**config.mk**
```make
export PLATFORM = sky130hd
export DESIGN_NAME = ram_fifo_ctrl
export DESIGN_NICKNAME = d
export VERILOG_FILES = /design/src/rtl/ram_fifo_ctrl.sv
export SDC_FILE = /design/constraint.sdc
export NUM_CORES = 1
export LEC_CHECK = 0
export CAP_MARGIN = 15
export CORE_ASPECT_RATIO = 0.6
export CORE_MARGIN = 2
export CORE_UTILIZATION = 47
export CTS_CLUSTER_DIAMETER = 60
export DETAILED_ROUTE_END_ITERATION = 16
export GPL_TIMING_DRIVEN = 0
export PLACE_DENSITY = 0.8
export SKIP_LAST_GASP = 1
export SYNTH_ARGS = -nofsm -noshare
export SYNTH_HDL_FRONTEND = slang
export SYNTH_SLANG_ARGS = --single-unit
export TNS_END_PERCENT = 5
```
**constraint.sdc**
```tcl
create_clock -name clk -period 3.04 [get_ports clk]
set_input_delay 0.456 -clock clk [delete_from_list [all_inputs] [get_ports clk]]
set_output_delay 0.456 -clock clk [all_outputs]
set_load 0.005 [all_outputs]
```
**src/rtl/ram_fifo_ctrl.sv**
```systemverilog
// ram_fifo_ctrl: FIFO controller driving both ports of an external registered-read
// dual-port RAM. Words are prefetched into a 2-entry output buffer so the read side
// is show-ahead and both sides can move one word per cycle.

module ram_fifo_ctrl #(
  parameter int DATA_W = 8,
  parameter int DEPTH  = 8,
  parameter int ADDR_W = $clog2(DEPTH)
) (
  input  logic              clk,
  input  logic              rst,
  input  logic              i_wr_valid,
  output logic              o_wr_ready,
  input  logic [DATA_W-1:0] i_wr_data,
  output logic              o_rd_valid,
  input  logic              i_rd_ready,
  output logic [DATA_W-1:0] o_rd_data,
  output logic [ADDR_W+1:0] o_count,
  output logic              o_ram_wren,
  output logic [ADDR_W-1:0] o_ram_waddr,
  output logic [DATA_W-1:0] o_ram_wdata,
  output logic [ADDR_W-1:0] o_ram_raddr,
  input  logic [DATA_W-1:0] i_ram_rdata
);

  localparam int PTR_W = ADDR_W + 1;
  localparam int CNT_W = ADDR_W + 2;

  logic [PTR_W-1:0]  wptr_q, wptr_d;
  logic [PTR_W-1:0]  rptr_q, rptr_d;
  logic              inflight_q, inflight_d;
  logic [1:0]        buf_cnt_q, buf_cnt_d;
  logic [DATA_W-1:0] buf0_q, buf0_d;    // head of the output buffer
  logic [DATA_W-1:0] buf1_q, buf1_d;
  logic              rdy_q, rdy_d;      // holds o_wr_ready low until the first clock after reset

  logic [PTR_W-1:0]  ram_cnt;
  logic              full;
  logic              push;
  logic              pop;
  logic              fetch;
  logic [1:0]        keep_cnt;          // buffer entries left after this cycle's pop
  logic [2:0]        occ;               // buffer + in-flight words after this cycle's pop

  // Handshakes, fetch decision and next-state computation for pointers and buffer.
  always_comb begin
    ram_cnt     = wptr_q - rptr_q;
    full        = (ram_cnt == PTR_W'(DEPTH));
    o_wr_ready  = rdy_q & ~full;
    push        = i_wr_valid & o_wr_ready;
    o_rd_valid  = (buf_cnt_q != 2'd0);
    o_rd_data   = buf0_q;
    pop         = o_rd_valid & i_rd_ready;
    keep_cnt    = buf_cnt_q - {1'b0, pop};
    occ         = {1'b0, keep_cnt} + {2'b00, inflight_q};
    // Only fetch when the landing slot is guaranteed free next edge.
    fetch       = (ram_cnt != {PTR_W{1'b0}}) & (occ < 3'd2);

    o_ram_wren  = push;
    o_ram_waddr = wptr_q[ADDR_W-1:0];
    o_ram_wdata = i_wr_data;
    o_ram_raddr = rptr_q[ADDR_W-1:0];
    o_count     = CNT_W'(ram_cnt) + CNT_W'(inflight_q) + CNT_W'(buf_cnt_q);

    rdy_d      = 1'b1;
    inflight_d = fetch;

    if (push) begin
      wptr_d = wptr_q + {{(PTR_W-1){1'b0}}, 1'b1};
    end else begin
      wptr_d = wptr_q;
    end

    if (fetch) begin
      rptr_d = rptr_q + {{(PTR_W-1){1'b0}}, 1'b1};
    end else begin
      rptr_d = rptr_q;
    end

    // Pop shifts the second entry to the head; a landing word then goes to the first free slot.
    buf1_d = buf1_q;
    if (pop) begin
      buf0_d = buf1_q;
    end else begin
      buf0_d = buf0_q;
    end

    if (inflight_q) begin
      case (keep_cnt)
        2'd0:    buf0_d = i_ram_rdata;
        2'd1:    buf1_d = i_ram_rdata;
        default: buf1_d = buf1_q;       // unreachable by the fetch rule; flagged by the checker
      endcase
    end else begin
      buf1_d = buf1_d;
    end

    buf_cnt_d = keep_cnt + {1'b0, inflight_q};
  end

  // State registers with asynchronous reset that discards every stored word.
  always_ff @(posedge clk or posedge rst) begin
    if (rst) begin
      wptr_q     <= {PTR_W{1'b0}};
      rptr_q     <= {PTR_W{1'b0}};
      inflight_q <= 1'b0;
      buf_cnt_q  <= 2'd0;
      buf0_q     <= {DATA_W{1'b0}};
      buf1_q     <= {DATA_W{1'b0}};
      rdy_q      <= 1'b0;
    end else begin
      wptr_q     <= wptr_d;
      rptr_q     <= rptr_d;
      inflight_q <= inflight_d;
      buf_cnt_q  <= buf_cnt_d;
      buf0_q     <= buf0_d;
      buf1_q     <= buf1_d;
      rdy_q      <= rdy_d;
    end
  end

  ram_fifo_ctrl_chk u_chk (
    .clk      (clk),
    .rst      (rst),
    .inflight (inflight_q),
    .buf_cnt  (buf_cnt_q),
    .pop      (pop),
    .wren     (o_ram_wren),
    .full     (full)
  );

endmodule

// Invariant checker for the controller's internal state.
module ram_fifo_ctrl_chk (
  input logic       clk,
  input logic       rst,
  input logic       inflight,
  input logic [1:0] buf_cnt,
  input logic       pop,
  input logic       wren,
  input logic       full
);

  a_no_overflow: assert property (@(posedge clk) disable iff (rst)
    !(inflight && (buf_cnt == 2'd2) && !pop))
    else $error("landing into a full output buffer");

  a_no_write_full: assert property (@(posedge clk) disable iff (rst)
    !(wren && full))
    else $error("RAM write while full");

  a_buf_cnt_range: assert property (@(posedge clk) disable iff (rst)
    (buf_cnt != 2'd3))
    else $error("output buffer count out of range");

endmodule

```
Yosys cells after proc, flatten, opt, wreduce, memory -nomap -nowiden
Cells that the tools add are included.

storage, ports and cells
  register bits = 28
  bits of input ports = 20

cells by class
  add/sub/neg operators = 8
  order comparisons = 1
  equal/unequal tests = 2
  multiplexer cells = 3
  bitwise operators = 5
  reductions and logical operators = 4

operators by type and width
  kind                 number
  $mux 8               3
  $add 4x1->4 const B  2
  $add 4x1->5          1
  $add 5x2->5          1
  $and 1x1->1          4
  $eq 4x4->1 const B   1
  $reduce_bool 4->1    1
  $sub 4x4->4          1
  $add 2x1->3          1
  $lt 3x2->1 const B   1
  $add 2x1->2          1
  $eq 2x1->1 const B   1
  $logic_not 2->1      1
  $reduce_and 2->1     1
  $reduce_bool 2->1    1
  $sub 2x1->2          1
  $not 1->1            1

Depth between registers and ports, before layout
  word-level depth = 6
  gate-level depth with buffers = 13

Worst setup path before layout
No wires, ideal clock.

  path type = register to output
  from = register wptr_q[0]
  to = output port o_count[4]
  arrival = 2.020 ns
  data required time = 2.584 ns
  setup slack = 0.564 ns
  stages on the path, launching flop included = 8
  cell sequence = dfrtp_1 -> inv_1 -> ha_1 -> inv_1 -> fa_1 -> inv_1 -> fa_1 -> and3b_1

on the way
  longest elaborated chain between the ends = 3

ends and longest elaborated chain
  what                      RTL line  text
  start: declaration        29        logic [PTR_W-1:0] wptr_q, wptr_d;
  start signal: assignment  104       wptr_q <= {PTR_W{1'b0}};
  start signal: assignment  112       wptr_q <= wptr_d;
  $sub 4x4->4               47        ram_cnt = wptr_q - rptr_q;
  $add 4x1->5               63        o_count = CNT_W'(ram_cnt) + CNT_W'(inflight_q) + CNT_W'(buf_cnt_q);
  $add 5x2->5               63
  end: declaration          18        output logic [ADDR_W+1:0] o_count,

Every way passes these cells.

Worst setup path in the final report
  from = register wptr_q[0]
  to = output port o_count[2]

The elaborated chain is that of the path after synthesis.

==> qor.txt <==
ROUTE
----------------------------------------------------------------------------------
Drc violations ......................................................            0
Routed len/inst .....................................................      14.2 um
Aggregate routed wire length ........................................      3440 um
Detailed-router iteration count before antenna repair ...............            4
Via count of the routed design ......................................        1,194
Post-detailed-route via-to-cell ratio ...............................         4.93
Violation count after the first detailed-routing iteration ..........           72
Number of nets with antenna violations after detailed routing .......            0

GLOBAL ROUTE
----------------------------------------------------------------------------------
Global Route Usage Sum ..............................................        17.8%
Met1 global-route usage .............................................        24.6%
Total gr overflow ...................................................            0
Global routing usage on met3 ........................................        3.30%
Global-route wire length before repair ..............................      5350 um
Number of global-route vias before repair ...........................        1,140
GR met2 Demand/Resource .............................................        28.7%
Layer carrying the most global-route usage ..........................         met2
Pin count of the biggest net entering global routing ................           29
Initial antenna violation count .....................................            0

SYNTH
----------------------------------------------------------------------------------
Main combinational cell family by area after synthesis .............. multiplexers
Xor-xnor portion of the synthesized cell area .......................        8.48%
Share of the synthesized area in compound gates (AO/OA/AOI/OAI) .....        8.26%
Warning count from the yosys run ....................................            0
Multiplexer fraction of the synthesized cell area ...................        11.9%
Top cell types by occurrence after synthesis ........................ dfrtp_1, buf_4, inv_1
Net count of the mapped netlist .....................................          179
Post-Syn Area per Cell ..............................................     11.2 um2
Area of the mapped netlist ..........................................     1650 um2
Library cells used by synthesis .....................................           35
Cell taking the most area after synthesis ...........................      dfrtp_1
Synth Area in Simple Gates ..........................................        8.18%
Proportion of netlist area held by the largest area contributor .....        42.4%
Flip-flop and latch count after synthesis ...........................           28
Post-Synthesis Cells ................................................          147
Count of flip-flops with a built-in enable after synthesis ..........            0
Most repeated cell in the gate-level netlist after synthesis ........      dfrtp_1
Share of the yosys chip area belonging to registers .................        42.4%
Adder and majority cell fraction of the synthesized area ............        10.5%
Post-synth ARST share ...............................................         100%
Leading post-synthesis cells by cell area ........................... dfrtp_1, ha_1, buf_4, mux2_2, mux2i_1
Ys flop type ........................................................      dfrtp_1

FLOW RUN
----------------------------------------------------------------------------------
Max-cap violations ..................................................            0

FLOORPLAN
----------------------------------------------------------------------------------
Floorplan Core Area .................................................     3300 um2
Vertical extent of the die ..........................................      49.9 um
Starting Density ....................................................        50.0%
Die Outline Area ....................................................     4020 um2
I/O Pins ............................................................           50
Number of cell rows .................................................           16
DIE WIDTH ...........................................................      80.5 um

POWER AND IR DROP
----------------------------------------------------------------------------------
Portion of total power attributed to the clock network ..............         6.4%
Worst voltage drop across the vdd grid ..............................      1.20 mV
Leakage power .......................................................      1.04 nW
Power density over the cells ........................................  1410 nW/um2
Int Power ...........................................................    0.00191 W
Net load switching power ............................................    0.00126 W
Combinational cell fraction of total power ..........................        71.0%
Overall power after layout ..........................................    0.00317 W
Share of power burned in registers ..................................        22.6%
Sw Ratio ............................................................        39.8%

LAYOUT
----------------------------------------------------------------------------------
Final standard cell area without fillers ............................     2240 um2
P&R area growth vs syn ..............................................        35.9%
Share of final-layout standard cells stronger than drive strength 1 .        22.8%
NumNets Final .......................................................          231
Number of filler instances in the final layout ......................          270
Number of antenna diodes ............................................            0
Multi-input gate area ...............................................      802 um2
Post-route insts no fill ............................................          242
Register area .......................................................      702 um2

PLACE
----------------------------------------------------------------------------------
Number of placed cells counting well taps ...........................          233
Setup WS pre-CTS ....................................................   -0.0657 ns
RD Place Congestion .................................................        0.791
DP HPWL .............................................................      2560 um
Count of buffers from port buffering ................................           41
Standard cell area after detailed placement .........................     2120 um2

OUTCOME
----------------------------------------------------------------------------------
Status .............................................................. complete, but fails checks
Violated checks ..................................................... negative setup slack

SETUP PATH
----------------------------------------------------------------------------------
Highest fanout seen on the critical path ............................            3
Type of the setup path with the least slack ......................... flip-flop to output pin
Worst-case reg-to-reg path depth ....................................           11
Worst R2R End ....................................................... rptr_q[1]$_DFFE_PP0P_
FF-to-FF Start ...................................................... buf_cnt_q[1]$_DFF_PP0_
Crit start category .................................................    flip-flop
Crit path DAT .......................................................      2.63 ns
Required @ worst endpoint ...........................................      2.58 ns
Launching instance or port of the critical path ..................... wptr_q[0]$_DFFE_PP0P_
Sort of element at the end of the critical path .....................   output pin
Reg2Reg Setup Slack .................................................      0.36 ns

CLOCKING
----------------------------------------------------------------------------------
Clock tree from TritonCTS ...........................................          yes
Clk sinks ...........................................................           28
Clock tree buffer depth .............................................            2
Depth of the CTS H-tree .............................................            1
CTS Root Buffer Type ................................................     clkbuf_8
Register clock-pin slew on the reported worst setup and hold paths ..      0.10 ns
Worst-skew pair later-pin latency ...................................      0.27 ns
CTS Buf Count .......................................................            3

STA
----------------------------------------------------------------------------------
Final period utilization ............................................         101%
Final total negative setup slack ....................................    -0.126 ns
Final-report hold violation count ...................................            0
Worst-Margin Slew ...................................................     0.510 ns
Maximum clock skew at final layout ..................................   0.00725 ns
Minimum clock period ................................................      3.08 ns
Top achievable clock speed ..........................................      324 MHz
Final setup violation count .........................................            4
Pins Over Slew Limit ................................................            0
Setup repair after global routing missed its margin .................          yes
Headroom to the max-slew limit ......................................        65.9%
Final worst slack ...................................................   -0.0425 ns

MIN PATH
----------------------------------------------------------------------------------
Kind of path behind the tightest hold check ......................... input port to async pin

## per-stage QoR
| step | hold slack [ns] | utilization [%] |
|---|---|---|
| final | 0.463 | 68.0 |
| after global routing | 0.509 | 68.0 |
| after CTS | 0.517 | 66.8 |
| after detailed placement | 0.496 | 64.1 |
| after global placement | 0.487 | 64.1 |
| after floorplan | 0.480 | - |
## cell type report
cell class / count / share of cell area [%]
Sequential cell: 28 / 31.3
Inverter: 14 / 2.34
Timing Repair Buffer: 47 / 21.2
Buffer: 16 / 5.07
Tap cell: 45 / 2.51
Clock buffer: 3 / 1.84
Multi-Input combinational cell: 89 / 35.7
## layout by cell type, fill, tap and decap left out, types with 2 or more instances in the layout
master	count
dfrtp_1	27
mux2i_1	8
nor3_1	2
clkbuf_8	3
nand2_1	5
clkdlybuf4s50_1	39
buf_4	19
mux2_2	8
xnor2_1	7
nor2_1	8
ha_1	8
fa_2	2
o31ai_1	2
a21oi_1	13
nand3_1	2
xor2_1	4
inv_1	13
## routing by layer
layer	part of all wire (%)	vias to the layer above
met2	47	45
met5	0	-
met4	1.1	0
li1	-	574
met3	7.1	4
met1	45	571
## critical path: stages (launching register included)
cell	delay, ns
dfrtp_1	0.40
inv_2	0.09
ha_4	0.15
inv_1	0.06
fa_2	0.56
inv_1	0.07
fa_2	0.35
xnor2_1	0.15
clkdlybuf4s50_1	0.52
## power by group through the flow
| stage | Sequential [W] | Combinational, W | Clock (W) |
|---|---|---|---|
| 2_1_floorplan | 0.000697 | 0.00132 | 0 |
| 3_3_place_gp | 0.000714 | 0.00207 | 0 |
| 3_5_place_dp | 0.000724 | 0.00217 | 0 |
| 4_1_cts | 0.000714 | 0.00225 | 0.000206 |
| 5_1_grt | 0.000738 | 0.00244 | 0.000226 |
| 6_report | 0.000715 | 0.00225 | 0.000202 |
## state kept, by name (all words and copies together), names as in the netlist
signal	cells
rdy_q	1
buf_cnt_q	2
buf1_q	8
inflight_q	1
o_rd_data	8
wptr_q	4
rptr_q	4
## repair_timing
item	in CTS	in global routing
cloned	0	0
resized for setup	8	1
buffers inserted	4	1
pin swaps	2	0
setup endpoints to repair	6	5
hold buffers	0	0
## how the worst max path moves through the flow
stage	end	cells past startpoint
5_1_grt	o_wr_ready	8
6_report	o_count[2]	8
3_3_place_gp	o_count[4]	8
2_1_floorplan	o_count[4]	7
4_1_cts	o_count[4]	8
3_5_place_dp	o_count[4]	8
## logic make-up after synthesis
group                      after synthesis
buffers and inverters                   30
DFF                                     28
and+or+nand+nor                         25
AOI/OAI and AO/OA                       20
muxes                                   18
xor gates and xnor gates                13
adders and majority gates               12
other                                    1
Power figures use the tool's default switching activity.
